**src/rtl/uart_rx_os.sv**
```systemverilog
// rtl/uart_rx_os.sv - 16x oversampling UART receiver; UART_RX_FIFO_EN selects FIFO buffer over holding register
module uart_rx_os #(
   parameter int CLK_FRE     = 50,
   parameter int BAUD_RATE   = 115200,
   parameter int DATA_WIDTH  = 8,
   parameter int PARITY_ON   = 0,
   parameter int PARITY_TYPE = 0,
   parameter int STOP_BITS   = 1,
   parameter int FIFO_DEPTH  = 4
) (
   input  logic                  i_clk_sys,
   input  logic                  i_rst_n,
   input  logic                  i_uart_rx,
   output logic [DATA_WIDTH-1:0] o_data,
   output logic                  o_valid,
   input  logic                  i_ready,
   output logic                  o_parity_err,
   output logic                  o_frame_err,
   output logic                  o_overrun,
   output logic                  o_busy
);
   localparam int DIV = (CLK_FRE * 1000000) / (BAUD_RATE * 16);
   localparam int DCW = (DIV > 1) ? $clog2(DIV) : 1;
   localparam int BCW = $clog2(DATA_WIDTH);
   localparam int EW  = DATA_WIDTH + 2;

   if (DATA_WIDTH < 5 || DATA_WIDTH > 9 || STOP_BITS < 1 || STOP_BITS > 2 || DIV < 1 ||
       FIFO_DEPTH < 2 || (FIFO_DEPTH & (FIFO_DEPTH - 1)) != 0) begin : g_bad_cfg
      $error("uart_rx_os: illegal parameter combination");
   end

   typedef enum logic [2:0] {S_IDLE, S_START, S_DATA, S_PARITY, S_STOP} state_t;

   state_t                state_q, state_d;
   logic                  rx_s1_q, rx_s2_q, rx_prev_q;
   logic [DCW-1:0]        div_q, div_d;
   logic [3:0]            tick_cnt_q, tick_cnt_d;
   logic [BCW-1:0]        bit_cnt_q, bit_cnt_d;
   logic [1:0]            samp_q, samp_d;
   logic [DATA_WIDTH-1:0] shift_q, shift_d;
   logic                  perr_q, perr_d, ferr_q, ferr_d, push_q, push_d;
   logic                  overrun_q;
   logic                  tick, vote, fall, pop, full, wr_en;
   logic [EW-1:0]         word;

   assign tick = (state_q != S_IDLE) && (div_q == DCW'(DIV - 1));
   // 2-of-3 vote: ticks 7 and 8 were captured, tick 9 is the live synced line
   assign vote = (samp_q[1] & samp_q[0]) | (samp_q[1] & rx_s2_q) | (samp_q[0] & rx_s2_q);
   assign fall = rx_prev_q & ~rx_s2_q;
   assign word = {ferr_q, perr_q, shift_q};
   assign pop  = o_valid & i_ready;
   assign wr_en = push_q & (~full | pop);
   assign o_busy = (state_q != S_IDLE);
   assign o_overrun = overrun_q;

   // Double-flop synchronizer plus one delayed copy for falling-edge detection
   always_ff @(posedge i_clk_sys or negedge i_rst_n) begin
      if (!i_rst_n) begin
         rx_s1_q   <= 1'b1;
         rx_s2_q   <= 1'b1;
         rx_prev_q <= 1'b1;
      end else begin
         rx_s1_q   <= i_uart_rx;
         rx_s2_q   <= rx_s1_q;
         rx_prev_q <= rx_s2_q;
      end
   end

   // Receiver state, oversampling counters and frame capture registers
   always_ff @(posedge i_clk_sys or negedge i_rst_n) begin
      if (!i_rst_n) begin
         state_q    <= S_IDLE;
         div_q      <= '0;
         tick_cnt_q <= '0;
         bit_cnt_q  <= '0;
         samp_q     <= '0;
         shift_q    <= '0;
         perr_q     <= 1'b0;
         ferr_q     <= 1'b0;
         push_q     <= 1'b0;
      end else begin
         state_q    <= state_d;
         div_q      <= div_d;
         tick_cnt_q <= tick_cnt_d;
         bit_cnt_q  <= bit_cnt_d;
         samp_q     <= samp_d;
         shift_q    <= shift_d;
         perr_q     <= perr_d;
         ferr_q     <= ferr_d;
         push_q     <= push_d;
      end
   end

   // Next-state logic: bit sampling at ticks 7..9, bit advance at tick 15
   always_comb begin
      state_d    = state_q;
      div_d      = (state_q == S_IDLE || tick) ? '0 : div_q + DCW'(1);
      tick_cnt_d = tick_cnt_q;
      bit_cnt_d  = bit_cnt_q;
      samp_d     = samp_q;
      shift_d    = shift_q;
      perr_d     = perr_q;
      ferr_d     = ferr_q;
      push_d     = 1'b0;
      if (tick) begin
         tick_cnt_d = tick_cnt_q + 4'd1;
         if (tick_cnt_q == 4'd7) samp_d[0] = rx_s2_q;
         if (tick_cnt_q == 4'd8) samp_d[1] = rx_s2_q;
      end
      case (state_q)
         S_IDLE: begin
            tick_cnt_d = '0;
            bit_cnt_d  = '0;
            if (fall) begin
               state_d = S_START;
               perr_d  = 1'b0;
               ferr_d  = 1'b0;
            end
         end
         S_START: begin
            if (tick && tick_cnt_q == 4'd9 && vote) state_d = S_IDLE;
            else if (tick && tick_cnt_q == 4'd15) state_d = S_DATA;
         end
         S_DATA: begin
            if (tick && tick_cnt_q == 4'd9) shift_d = {vote, shift_q[DATA_WIDTH-1:1]};
            if (tick && tick_cnt_q == 4'd15) begin
               if (bit_cnt_q == BCW'(DATA_WIDTH - 1)) begin
                  bit_cnt_d = '0;
                  state_d   = (PARITY_ON != 0) ? S_PARITY : S_STOP;
               end else begin
                  bit_cnt_d = bit_cnt_q + BCW'(1);
               end
            end
         end
         S_PARITY: begin
            if (tick && tick_cnt_q == 4'd9) perr_d = (^shift_q) ^ vote ^ (PARITY_TYPE != 0);
            if (tick && tick_cnt_q == 4'd15) state_d = S_STOP;
         end
         S_STOP: begin
            if (tick && tick_cnt_q == 4'd9) begin
               ferr_d = ferr_q | ~vote;
               if (bit_cnt_q == BCW'(STOP_BITS - 1)) begin
                  state_d = S_IDLE;
                  push_d  = 1'b1;
               end
            end
            if (tick && tick_cnt_q == 4'd15) bit_cnt_d = bit_cnt_q + BCW'(1);
         end
         default: state_d = S_IDLE;
      endcase
   end

   // Overrun pulses when a completed frame finds the buffer full with no pop
   always_ff @(posedge i_clk_sys or negedge i_rst_n) begin
      if (!i_rst_n) overrun_q <= 1'b0;
      else          overrun_q <= push_q & full & ~pop;
   end

`ifdef UART_RX_FIFO_EN
   localparam int AW = $clog2(FIFO_DEPTH);

   logic [EW-1:0] mem_q [FIFO_DEPTH];
   logic [AW-1:0] wr_q, rd_q;
   logic [AW:0]   cnt_q;

   assign full    = (cnt_q == (AW + 1)'(FIFO_DEPTH));
   assign o_valid = (cnt_q != '0);
   assign {o_frame_err, o_parity_err, o_data} = mem_q[rd_q];

   // Circular receive FIFO with wrap-around pointers and occupancy count
   always_ff @(posedge i_clk_sys or negedge i_rst_n) begin
      if (!i_rst_n) begin
         for (int i = 0; i < FIFO_DEPTH; i++) mem_q[i] <= '0;
         wr_q  <= '0;
         rd_q  <= '0;
         cnt_q <= '0;
      end else begin
         if (wr_en) begin
            mem_q[wr_q] <= word;
            wr_q        <= wr_q + AW'(1);
         end
         if (pop) rd_q <= rd_q + AW'(1);
         case ({wr_en, pop})
            2'b10:   cnt_q <= cnt_q + (AW + 1)'(1);
            2'b01:   cnt_q <= cnt_q - (AW + 1)'(1);
            default: cnt_q <= cnt_q;
         endcase
      end
   end
`else
   logic [EW-1:0] hold_q;
   logic          hold_valid_q;

   assign full    = hold_valid_q;
   assign o_valid = hold_valid_q;
   assign {o_frame_err, o_parity_err, o_data} = hold_q;

   // Single holding register; a push with a simultaneous pop replaces the entry
   always_ff @(posedge i_clk_sys or negedge i_rst_n) begin
      if (!i_rst_n) begin
         hold_q       <= '0;
         hold_valid_q <= 1'b0;
      end else if (wr_en) begin
         hold_q       <= word;
         hold_valid_q <= 1'b1;
      end else if (pop) begin
         hold_valid_q <= 1'b0;
      end
   end
`endif

endmodule

```
**config.mk**
```make
export PLATFORM = sky130hd
export DESIGN_NAME = uart_rx_os
export DESIGN_NICKNAME = d
export VERILOG_FILES = /design/src/rtl/uart_rx_os.sv
export SDC_FILE = /design/constraint.sdc
export NUM_CORES = 1
export LEC_CHECK = 0
export ABC_AREA = 1
export BUFFER_PORTS_ARGS = -buffer_cell sky130_fd_sc_hd__buf_2
export CORE_MARGIN = 2
export CORE_UTILIZATION = 50
export DETAILED_ROUTE_END_ITERATION = 10
export GPL_ROUTABILITY_DRIVEN = 0
export PLACE_DENSITY = 0.72
export SETUP_SLACK_MARGIN = 0.1
export SLEW_MARGIN = 5
export SYNTH_ARGS = -nofsm -noshare
export SYNTH_HDL_FRONTEND = slang
export SYNTH_SLANG_ARGS = --single-unit
```
**constraint.sdc**
```tcl
create_clock -name i_clk_sys -period 2.1 [get_ports i_clk_sys]
set_clock_uncertainty 0.2 [all_clocks]
set_input_delay 0.42 -clock i_clk_sys [delete_from_list [all_inputs] [get_ports i_clk_sys]]
set_output_delay 0.42 -clock i_clk_sys [all_outputs]
set_load 0.02 [all_outputs]
```
Word-level counts from Yosys, hierarchy flattened
Cells that the tools add are included.
Widths: inputs -> output; s select.
{"block": "totals", "regBits": 43, "latchBits": 0, "ram_bits": 0, "mem_bits_ro": 0, "input_bits": 4, "out_inout_bits": 13, "n_memories": 0}
{"block": "op_classes", "add_sub_neg": 3, "multipliers": 0, "n_div": 0, "n_lt_le_gt_ge": 0, "n_eq_ne": 19, "shifts": 0, "mux": 26, "n_bitwise": 17, "n_reduce_logical": 21}
{"cell": "$mux 3", "count": 11}
{"cell": "$ne 2x2->1 const B", "count": 8}
{"cell": "$pmux 3 s5", "count": 1}
{"cell": "$eq 4x4->1 const B", "count": 3}
{"cell": "$pmux 3 s3", "count": 1}
{"cell": "$reduce_and 3->1", "count": 3}
{"cell": "$and 1x1->1", "count": 8}
{"cell": "$mux 1", "count": 8}
{"cell": "$mux 4", "count": 2}
{"cell": "$reduce_bool 2->1", "count": 4}
{"cell": "$reduce_xor 8->1", "count": 1}
{"cell": "$reduce_and 7->1", "count": 1}
{"cell": "$eq 3x2->1 const B", "count": 2}
{"cell": "$eq 3x3->1 const B", "count": 2}
{"cell": "$logic_not 3->1", "count": 2}
{"cell": "$reduce_and 2->1", "count": 3}
{"cell": "$reduce_bool 3->1", "count": 2}
{"cell": "$add 5x1->5 const B", "count": 1}
{"cell": "$eq 5x5->1 const B", "count": 1}
{"cell": "$mux 5", "count": 1}
{"cell": "$add 4x1->4 const B", "count": 1}
{"cell": "$eq 4x3->1 const B", "count": 1}
{"cell": "$logic_and 1x1->1", "count": 4}
{"cell": "$not 1->1", "count": 4}
{"cell": "other kinds (7)", "count": 11}

Depth between registers and ports, before layout
Gate-level depths: netlist (run 1).
{"block": "depth", "ltp_word": 7, "depth_mapped": 11}

Worst setup path before layout (run 1)
OpenSTA, ideal clock, no wires.
{"block": "synth_timing", "path_kind": "flip-flop to flip-flop", "start": "reg div_q[0]", "end": "reg state_q[2]", "setup_ps": 117, "arrival_ps": 1383, "setup_slack_ps": 401, "stages_incl_launch_ff": 12, "n_path_buf": 0, "synth_period_minus_slack_ps": 1699, "path_cell_list": "dfrtp_1 -> inv_1 -> ha_1 -> nand4_4 -> nor2_8 -> nand2_4 -> nand2_4 -> inv_2 -> nor2_4 -> nand2_2 -> nand2_1 -> nand2_1"}
{"block": "synth_via", "elab_chain_len": 6, "word_cells_on_any_way": 12, "classes_between": "eq/ne: 5; mux: 2; reduce/logical: 5"}
{"item": "start: declaration", "line_no": "36", "text": "logic [DCW-1:0] div_q, div_d;"}
{"item": "start signal: assignment", "line_no": "83", "text": "div_q <= div_d;"}
{"item": "$eq 5x5->1 (*)", "line_no": "46", "text": "assign tick = (state_q != S_IDLE) && (div_q == DCW'(DIV - 1));"}
{"item": "$logic_and 1x1->1 (*)", "line_no": "46"}
{"item": "$logic_and 1x1->1", "line_no": "121, 140"}
{"item": "$logic_and 1x1->1", "line_no": "121", "text": "if (tick && tick_cnt_q == 4'd9 && vote) state_d = S_IDLE;"}
{"item": "$ne 3x3->1 (no line) / $mux 3 (equally long branches)"}
{"item": "$reduce_and 7->1 (no line) / $pmux 3 s5 (equally long branches)"}
{"item": "end signal: assignment", "line_no": "82", "text": "state_q <= state_d;"}
{"item": "end: declaration", "line_no": "34", "text": "state_t state_q, state_d;"}
Mark *: on every way between the ends. The rest lies on a longest branch, timed or not.
A chain may end at the register's enable or synchronous reset.

Final worst setup path (run 1)
{"block": "layout_timing", "start": "reg state_q[1]", "end": "out o_busy"}
{"block": "layout_via", "elab_chain_len": 1}
{"item": "$reduce_bool 3->1", "line_no": "53", "text": "assign o_busy = (state_q != S_IDLE);"}
{"item": "end: declaration", "line_no": "20", "text": "output logic o_busy"}
No other way between the ends.

==> metrics.txt, run 1 <==
result of the run finished, final reports clean; maxcap violations 0; clock tree from TritonCTS built; number of buffers added for setup after CTS 0; mean instance size in the synthesized netlist around 8.9 um^2; wire length of the first global-routing pass approximately 6300 um; library cells used by synthesis 32; minimum clock period 1.92 ns; Synth Cell Area ~0.0022 mm^2; number of setup violations in the final report 0; hold wc startpoint rx_s1_q; peak ir drop on the vdd network ~530 uV; startpoint type of the worst setup path register; required time of the critical path between 1 and 1.5 ns; Combinational Power Share 30.7%; Reg-to-Reg End state_q[2]; Commonest cells post-synth sky130_fd_sc_hd__nand2_1 (63), sky130_fd_sc_hd__dfrtp_1 (40), sky130_fd_sc_hd__inv_1 (33); via density per instance between 4 and 5; switching power about 870 uW; kind of critical path reg2out; DP Worst Slack 0.277 ns; initial antenna violation count 0; vertical die dimension 69.7 um; cell depth of the worst flop-to-flop path 11; part of the power in registers a little under half; Overall Global Routing Usage between 10% and 20%; internal power consumption between 1000 and 1500 uW; number of design rule violations left after detail routing 0; residual overflow from global routing 0; final sum of negative setup slack 0 ns; Max Clock Freq between 0.5 and 0.6 GHz; remaining max-slew budget at the tightest pin 66.9%; top cells by area in the synthesized netlist sky130_fd_sc_hd__dfrtp_1 (46%), sky130_fd_sc_hd__nand2_1 (11%), sky130_fd_sc_hd__inv_1 (5.7%); routed wire length roughly 3600 um; clock slew seen by the registers of the worst setup and hold paths 0.08 ns; total number of H-tree levels 2; via count of the first global-routing pass 1396; Final Hold Vio Count 0; Area Growth Syn to Fin 12.8%; Reg area 0.00108 mm^2; placed cells slightly above 300; EDFF count, synth 0; DP HPWL about 2700 um; relative contribution of the clock network to total power a little under a quarter; number of instances in the synthesized netlist roughly 240; post-synthesis sequential element count 43; core area around 0.004 mm^2; switching fraction of total power between 30% and 40%; leading cell type by number of instances after synthesis sky130_fd_sc_hd__nand2_1; number of placed I/O pins 17; initial core utilization 52.8%; fraction of layout cells with a size suffix above 1 19.4%; final cell count without fillers between 300 and 400; launching element of the worst setup path state_q[1]; filler cell count 373; chip width approximately 70 um; overall die area around 0.005 mm^2; R2R setup slack ~0.3 ns; I/O Buffers 16; Final #Nets about 280; most frequently used flop master after synthesis sky130_fd_sc_hd__dfrtp_1; pin count of the biggest net entering global routing 23; warning count from the yosys run 0; detail-routed net length per standard cell around 11 um; capturing instance or port of the critical path o_busy; first-pass iteration count of the detailed router 4; type of destination of the critical path output pin; area of the multi-input gates slightly above 900 um^2; remaining antenna violation count 0; tightest hold margin around 0.16 ns; share of async-settable or async-resettable flops after synthesis between 90% and 100%; clock network latency to the later pin of the worst-skew pair 0.30 ns; Synth top area share about 46%; worst path setup slack after routing 0.185 ns; worst slew pin tran just under 0.5 ns; net count of the mapped netlist 254; Hold Crit Class reg2reg; clock tree root driver cell sky130_fd_sc_hd__clkbuf_8; beginning of the worst register-to-register path div_q[0]; cell leakage power 0.00122 uW; clock buffers created by TritonCTS 5; crit path max fanout 5; PwrDens 934 mW/mm^2; DRT iter0 DRCs between 60 and 70; share of the yosys chip area belonging to registers 50.1%; routed via count about 1600; antenna diode instance count 0; Max Transition Viols Final 0; clock net sink count between 40 and 50; RSZ-0062 raised after global routing no; Max clock buf depth 2; post-route fraction of the period consumed by the critical path just over 90%; cell row count 23; cell taking the most area after synthesis sky130_fd_sc_hd__dfrtp_1; Arrival @ worst endpoint 1.30 ns
[worst min path at each step]
| stage | to | slack [ns] | cells after the start |
|---|---|---|---|
| after CTS | o_overrun | 0.16 | 4 |
| after detailed placement | rx_s2_q | 0.15 | 0 |
| after global routing | rx_s2_q | 0.17 | 0 |
| after global placement | rx_s2_q | 0.15 | 0 |
| final | rx_s2_q | 0.16 | 0 |
| after floorplan | bit_cnt_q[0] | -0.08 | 0 |
[placed cells by master (no fill, tap or decap), drive strengths merged, types with 3 or more instances in the layout]
| master | n |
|---|---|
| nor2 | 16 |
| nand3 | 14 |
| ha | 8 |
| dfrtp | 40 |
| dfstp | 3 |
| nand2 | 70 |
| buf | 18 |
| clkbuf | 5 |
| a21oi | 3 |
| o21ai | 28 |
| inv | 37 |
| xnor2 | 6 |
| nand4 | 4 |
[power by group through the flow]
stage | combinational (uW) | clock, uW | sequential (uW)
6_report | 696 | 544 | 1030
5_1_grt | 802 | 594 | 1040
4_1_cts | 702 | 558 | 1030
3_5_place_dp | 697 | 0 | 1040
3_3_place_gp | 686 | 0 | 1040
2_1_floorplan | 560 | 0 | 1020
[layer usage]
metal	part of all wire (%)	track usage, %
met3	4.0	6.10
met5	0	0
met4	1.8	6.41
met1	50	22.1
met2	44	25.0
[critical path, stage by stage (launching register included)]
cell and delay [ns]:
sky130_fd_sc_hd__dfrtp_1 0.46, sky130_fd_sc_hd__nor2_2 0.23, sky130_fd_sc_hd__nand2_2 0.12, sky130_fd_sc_hd__buf_2 0.18
[stage by stage]
| step | cell area [um^2] | total power, uW | utilization [%] |
|---|---|---|---|
| finish | 2430 | 2270 | 59.5 |
| detailed placement | 2310 | 1740 | 56.6 |
| global placement | 2310 | 1720 | 56.6 |
| floorplan | 2160 | 1580 | - |
| CTS | 2430 | 2290 | 59.4 |
| global route | 2430 | 2440 | 59.5 |
[sequential cells by signal (all words and copies together) (netlist names)]
signal / count
rx_s2_q: 1
hold_q: 10
state_q: 3
o_valid: 1
tick_cnt_q: 4
o_overrun: 1
samp_q: 2
rx_s1_q: 1
rx_prev_q: 1
bit_cnt_q: 3
ferr_q: 1
push_q: 1
perr_q: 1
div_q: 5
shift_q: 8
[cell type report]
type / count / share of cell area (%)
Inverter: 36 / 5.56
Multi-Input combinational cell: 161 / 38.4
Sequential cell: 43 / 44.4
Clock buffer: 5 / 2.83
Clock inverter: 3 / 0.977
Tap cell: 50 / 2.57
Timing Repair Buffer: 20 / 5.25
[cell families after synthesis]
group | Yosys count | share of synthesized area (%)
AO/OA/AOI/OAI | 33 | 8.06
adder cells (fa/ha/maj) | 8 | 4.64
AND/OR/NAND/NOR | 110 | 26.0
multiplexers | 2 | 1.04
buffers and inverters | 38 | 6.96
flip-flops | 43 | 50.1
XOR/XNOR | 8 | 3.25
[what timing repair did]
action,4_1_cts,5_1_grt
hold buffers,2,0
endpoints found under the hold margin,19,0
resized for setup,1,1
setup endpoints to repair,1,3
gates cloned,0,0
Note: power is estimated with default switching activity, not from simulation.
==> inputs of run 2 (changes only) <==
Settings changed: ABC_AREA 1 to unset, PLACE_DENSITY 0.72 to 0.73.
==> run 2 against run 1 <==
Register-to-register slack lost 0.19 ns. Die area shrank 5.6%. Fmax shrank 3.9%. Highest routed layer unchanged. Global-route usage grew 1.1 points. Clock power shrank 5.3%. Final cell count shrank 19%. Area after synthesis shrank 5.9%.
==> metrics.txt, run 2 <==
result of the run finished, final reports clean; remaining max-slew budget at the tightest pin 71.5% (+4.6 points); I/O Buffers 16 (unchanged); clock network latency to the later pin of the worst-skew pair 0.30 ns (about the same); startpoint type of the worst setup path register; most frequently used flop master after synthesis sky130_fd_sc_hd__dfrtp_1; final cell count without fillers 256 (-19%); remaining antenna violation count 0 (unchanged); number of placed I/O pins 17 (unchanged); PwrDens 701 mW/mm^2 (-25%); Final #Nets 217 (-22%); Max Clock Freq 0.502 GHz (-3.9%); via density per instance 5.29 (+8.5%); initial antenna violation count 0 (unchanged); pin count of the biggest net entering global routing 17 (-26%); DP Worst Slack -0.00439 ns (-0.281 ns); core area 0.00394 mm^2 (-3.5%); antenna diode instance count 0 (unchanged); residual overflow from global routing 0 (unchanged); initial core utilization 51.5% (-1.3 points); Design Area, Final 0.00238 mm^2 (-2.0%); cell row count 23 (unchanged); worst slew pin tran 0.427 ns (-0.0695 ns); most frequent cells in the layout sky130_fd_sc_hd__dfrtp_1 (39), sky130_fd_sc_hd__mux2_2 (20), sky130_fd_sc_hd__buf_2 (16); Buffers & Inverters on Critical Path 3 (+2); number of instances in the synthesized netlist 171 (-29%); number of design rule violations left after detail routing 0 (unchanged); DRT iter0 DRCs 92 (+42%); placed cells 242 (-21%); EDFF count, synth 0 (unchanged); clock slew seen by the registers of the worst setup and hold paths 0.08 ns (about the same); minimum clock period 1.99 ns (+0.0769 ns); largest reg by FF count hold_q; detail-routed net length per standard cell 14.1 um (+24%); warning count from the yosys run 0 (unchanged); clock net sink count 43 (unchanged); Synth Cell Area 0.00203 mm^2 (-5.9%); Synth top area share 49.3% (+2.9 points); Overall Global Routing Usage 17.8% (+1.1 points); number of setup violations in the final report 0 (unchanged); cell leakage power 0.00119 uW (-2.2%); Arrival @ worst endpoint 1.97 ns (+0.67 ns); cell repeated most along the worst path sky130_fd_sc_hd__buf_6; mean instance size in the synthesized netlist 11.9 um^2 (+33%); RSZ-0062 raised after global routing yes; routed wire length 3620 um (about the same); type of destination of the critical path register; Hold Crit Class reg2reg; slowest cell on the critical path sky130_fd_sc_hd__dfrtp_1; crit path max fanout 8 (+3); post-route fraction of the period consumed by the critical path 94.9% (+3.7 points); flip-flop count of the largest register after layout 10 (unchanged); DP HPWL 2570 um (-5.8%); Area Growth Syn to Fin 17.4%; placed instance area 0.00221 mm^2 (-4.3%); filler cell count 321 (-14%); Final Hold Vio Count 0 (unchanged); chip width 67.7 um (-2.8%); share of the yosys chip area belonging to registers 53.2% (+3.1 points); Max Transition Viols Final 0 (unchanged); leading cell type by number of instances after synthesis sky130_fd_sc_hd__dfrtp_1; peak ir drop on the vdd network 573 uV (+8.0%); clock tree root driver cell sky130_fd_sc_hd__clkbuf_8; kind of critical path reg2reg; family of cells with the greatest summed delay on the critical path simple AND/OR/NAND/NOR gates; cell taking the most area after synthesis sky130_fd_sc_hd__dfrtp_1; critical path cell sequence inv_1 > ha_1 > and4b_1 > buf_6 > nand2_2 > nor4_4 > buf_6 > mux2_2; routed via count 1355 (-13%); wire length of the first global-routing pass 5930 um (-6.3%); Commonest cells post-synth sky130_fd_sc_hd__dfrtp_1 (40), sky130_fd_sc_hd__mux2_2 (20), sky130_fd_sc_hd__nor2_1 (14); via count of the first global-routing pass 1310 (-6.2%); first-pass iteration count of the detailed router 4 (unchanged); post-synthesis sequential element count 43 (unchanged); library cells used by synthesis 38 (+19%); worst path setup slack after routing 0.108 ns (-0.0769 ns); required time of the critical path 2.08 ns (+0.60 ns); top flop regs hold_q (10), shift_q (8), div_q (5); clock buffers created by TritonCTS 5 (unchanged); maxcap violations 0 (unchanged); net count of the mapped netlist 183 (-28%); commonest non-fill, non-tap cell in the layout sky130_fd_sc_hd__dfrtp_1; share of async-settable or async-resettable flops after synthesis 100% (unchanged); Total Power 1670 uW (-26%); fraction of layout cells with a size suffix above 1 34.0% (+15 points); crit-path max cell delay 0.38 ns (-0.08 ns); top cells by area in the synthesized netlist sky130_fd_sc_hd__dfrtp_1 (49%), sky130_fd_sc_hd__mux2_2 (11%), sky130_fd_sc_hd__ha_1 (4.9%); overall die area 0.00458 mm^2 (-5.6%); post-route core utilization 60.5% (+0.93 points); total number of H-tree levels 2 (unchanged); Max clock buf depth 2 (unchanged); clock tree from TritonCTS built; vertical die dimension 67.7 um (-2.8%)
## run 2: changes by cell type after synthesis, moves of 3 or more
cell | previous run | this run
sky130_fd_sc_hd__nand2_4 | 3 | 0
sky130_fd_sc_hd__nand2_2 | 4 | 0
sky130_fd_sc_hd__o21ai_0 | 24 | 5
sky130_fd_sc_hd__o21ai_1 | 3 | 0
sky130_fd_sc_hd__nor2_1 | 11 | 14
sky130_fd_sc_hd__inv_2 | 3 | 0
sky130_fd_sc_hd__nor2_4 | 3 | 0
sky130_fd_sc_hd__mux2_2 | 2 | 20
sky130_fd_sc_hd__nand2_1 | 63 | 13
sky130_fd_sc_hd__nand3_1 | 12 | 6
sky130_fd_sc_hd__inv_1 | 33 | 10
## run 2: timing repair
action	in CTS	in global routing
hold buffers	1	1
hold endpoints to repair	12	1
pin swaps	2	1
endpoints found under the setup margin	12	12
setup buffers	3	1
gates resized for setup	4	4
## run 2: per-stage QoR
stage	hold WS [ns]	TNS, ns
5_1_grt	0.173	-0.151
3_5_place_dp	0.133	-0.00439
6_report	0.173	0
3_3_place_gp	0.126	0
4_1_cts	0.00961	0
2_1_floorplan	-0.0756	0
## run 2: metal layers
metal  wire, um  track usage [%]  up-vias
met3        142             5.50        7
met2       1670             26.6       27
met1       1750             23.4      661
met4         59             8.42        0
met5          0                0        -
li1           -                -      660
## run 2: cells by family (layout without fill, tap and decap cells)
kind of cell / after synthesis / in the layout / synth area share [%]
fa+ha+maj: 10 / 10 / 5.98
buf+inv: 14 / 49 / 3.33
compound gates: 20 / 20 / 6.41
mux: 20 / 20 / 11.1
xor+xnor: 12 / 12 / 5.86
flops: 43 / 43 / 53.2
simple gates: 52 / 52 / 14.1
## run 2: final cells by class
class	count	area (um^2)	area share, %
sequential	43	1080	45.4
multi-input combinational	114	912	38.3
timing repair buffer	31	205	8.61
clock buffer	6	72.6	3.04
tap	50	62.6	2.62
inverter	10	37.5	1.57
clock inverter	2	12.5	0.525
## run 2: report_power, final
| group | leakage, uW | switching (uW) | internal [uW] |
|---|---|---|---|
| clock network | 0.0000412 | 282 | 232 |
| logic | 0.000572 | 127 | 97.6 |
| registers | 0.000578 | 49.4 | 883 |
| total | 0.00119 | 459 | 1210 |
## run 2: worst paths after layout
path                       startpoint      endpoint  slack, ns  depth (start not counted)
min                           rx_s1_q       rx_s2_q       0.17                          0
max in group asynchronous     i_rst_n       rx_s2_q       0.79                          3
min reg2reg                   rx_s1_q       rx_s2_q       0.17                          0
min in group asynchronous     i_rst_n  bit_cnt_q[0]       0.34                          2
max                          div_q[0]    shift_q[7]       0.11                          8
max reg2reg                  div_q[0]    shift_q[7]       0.11                          8
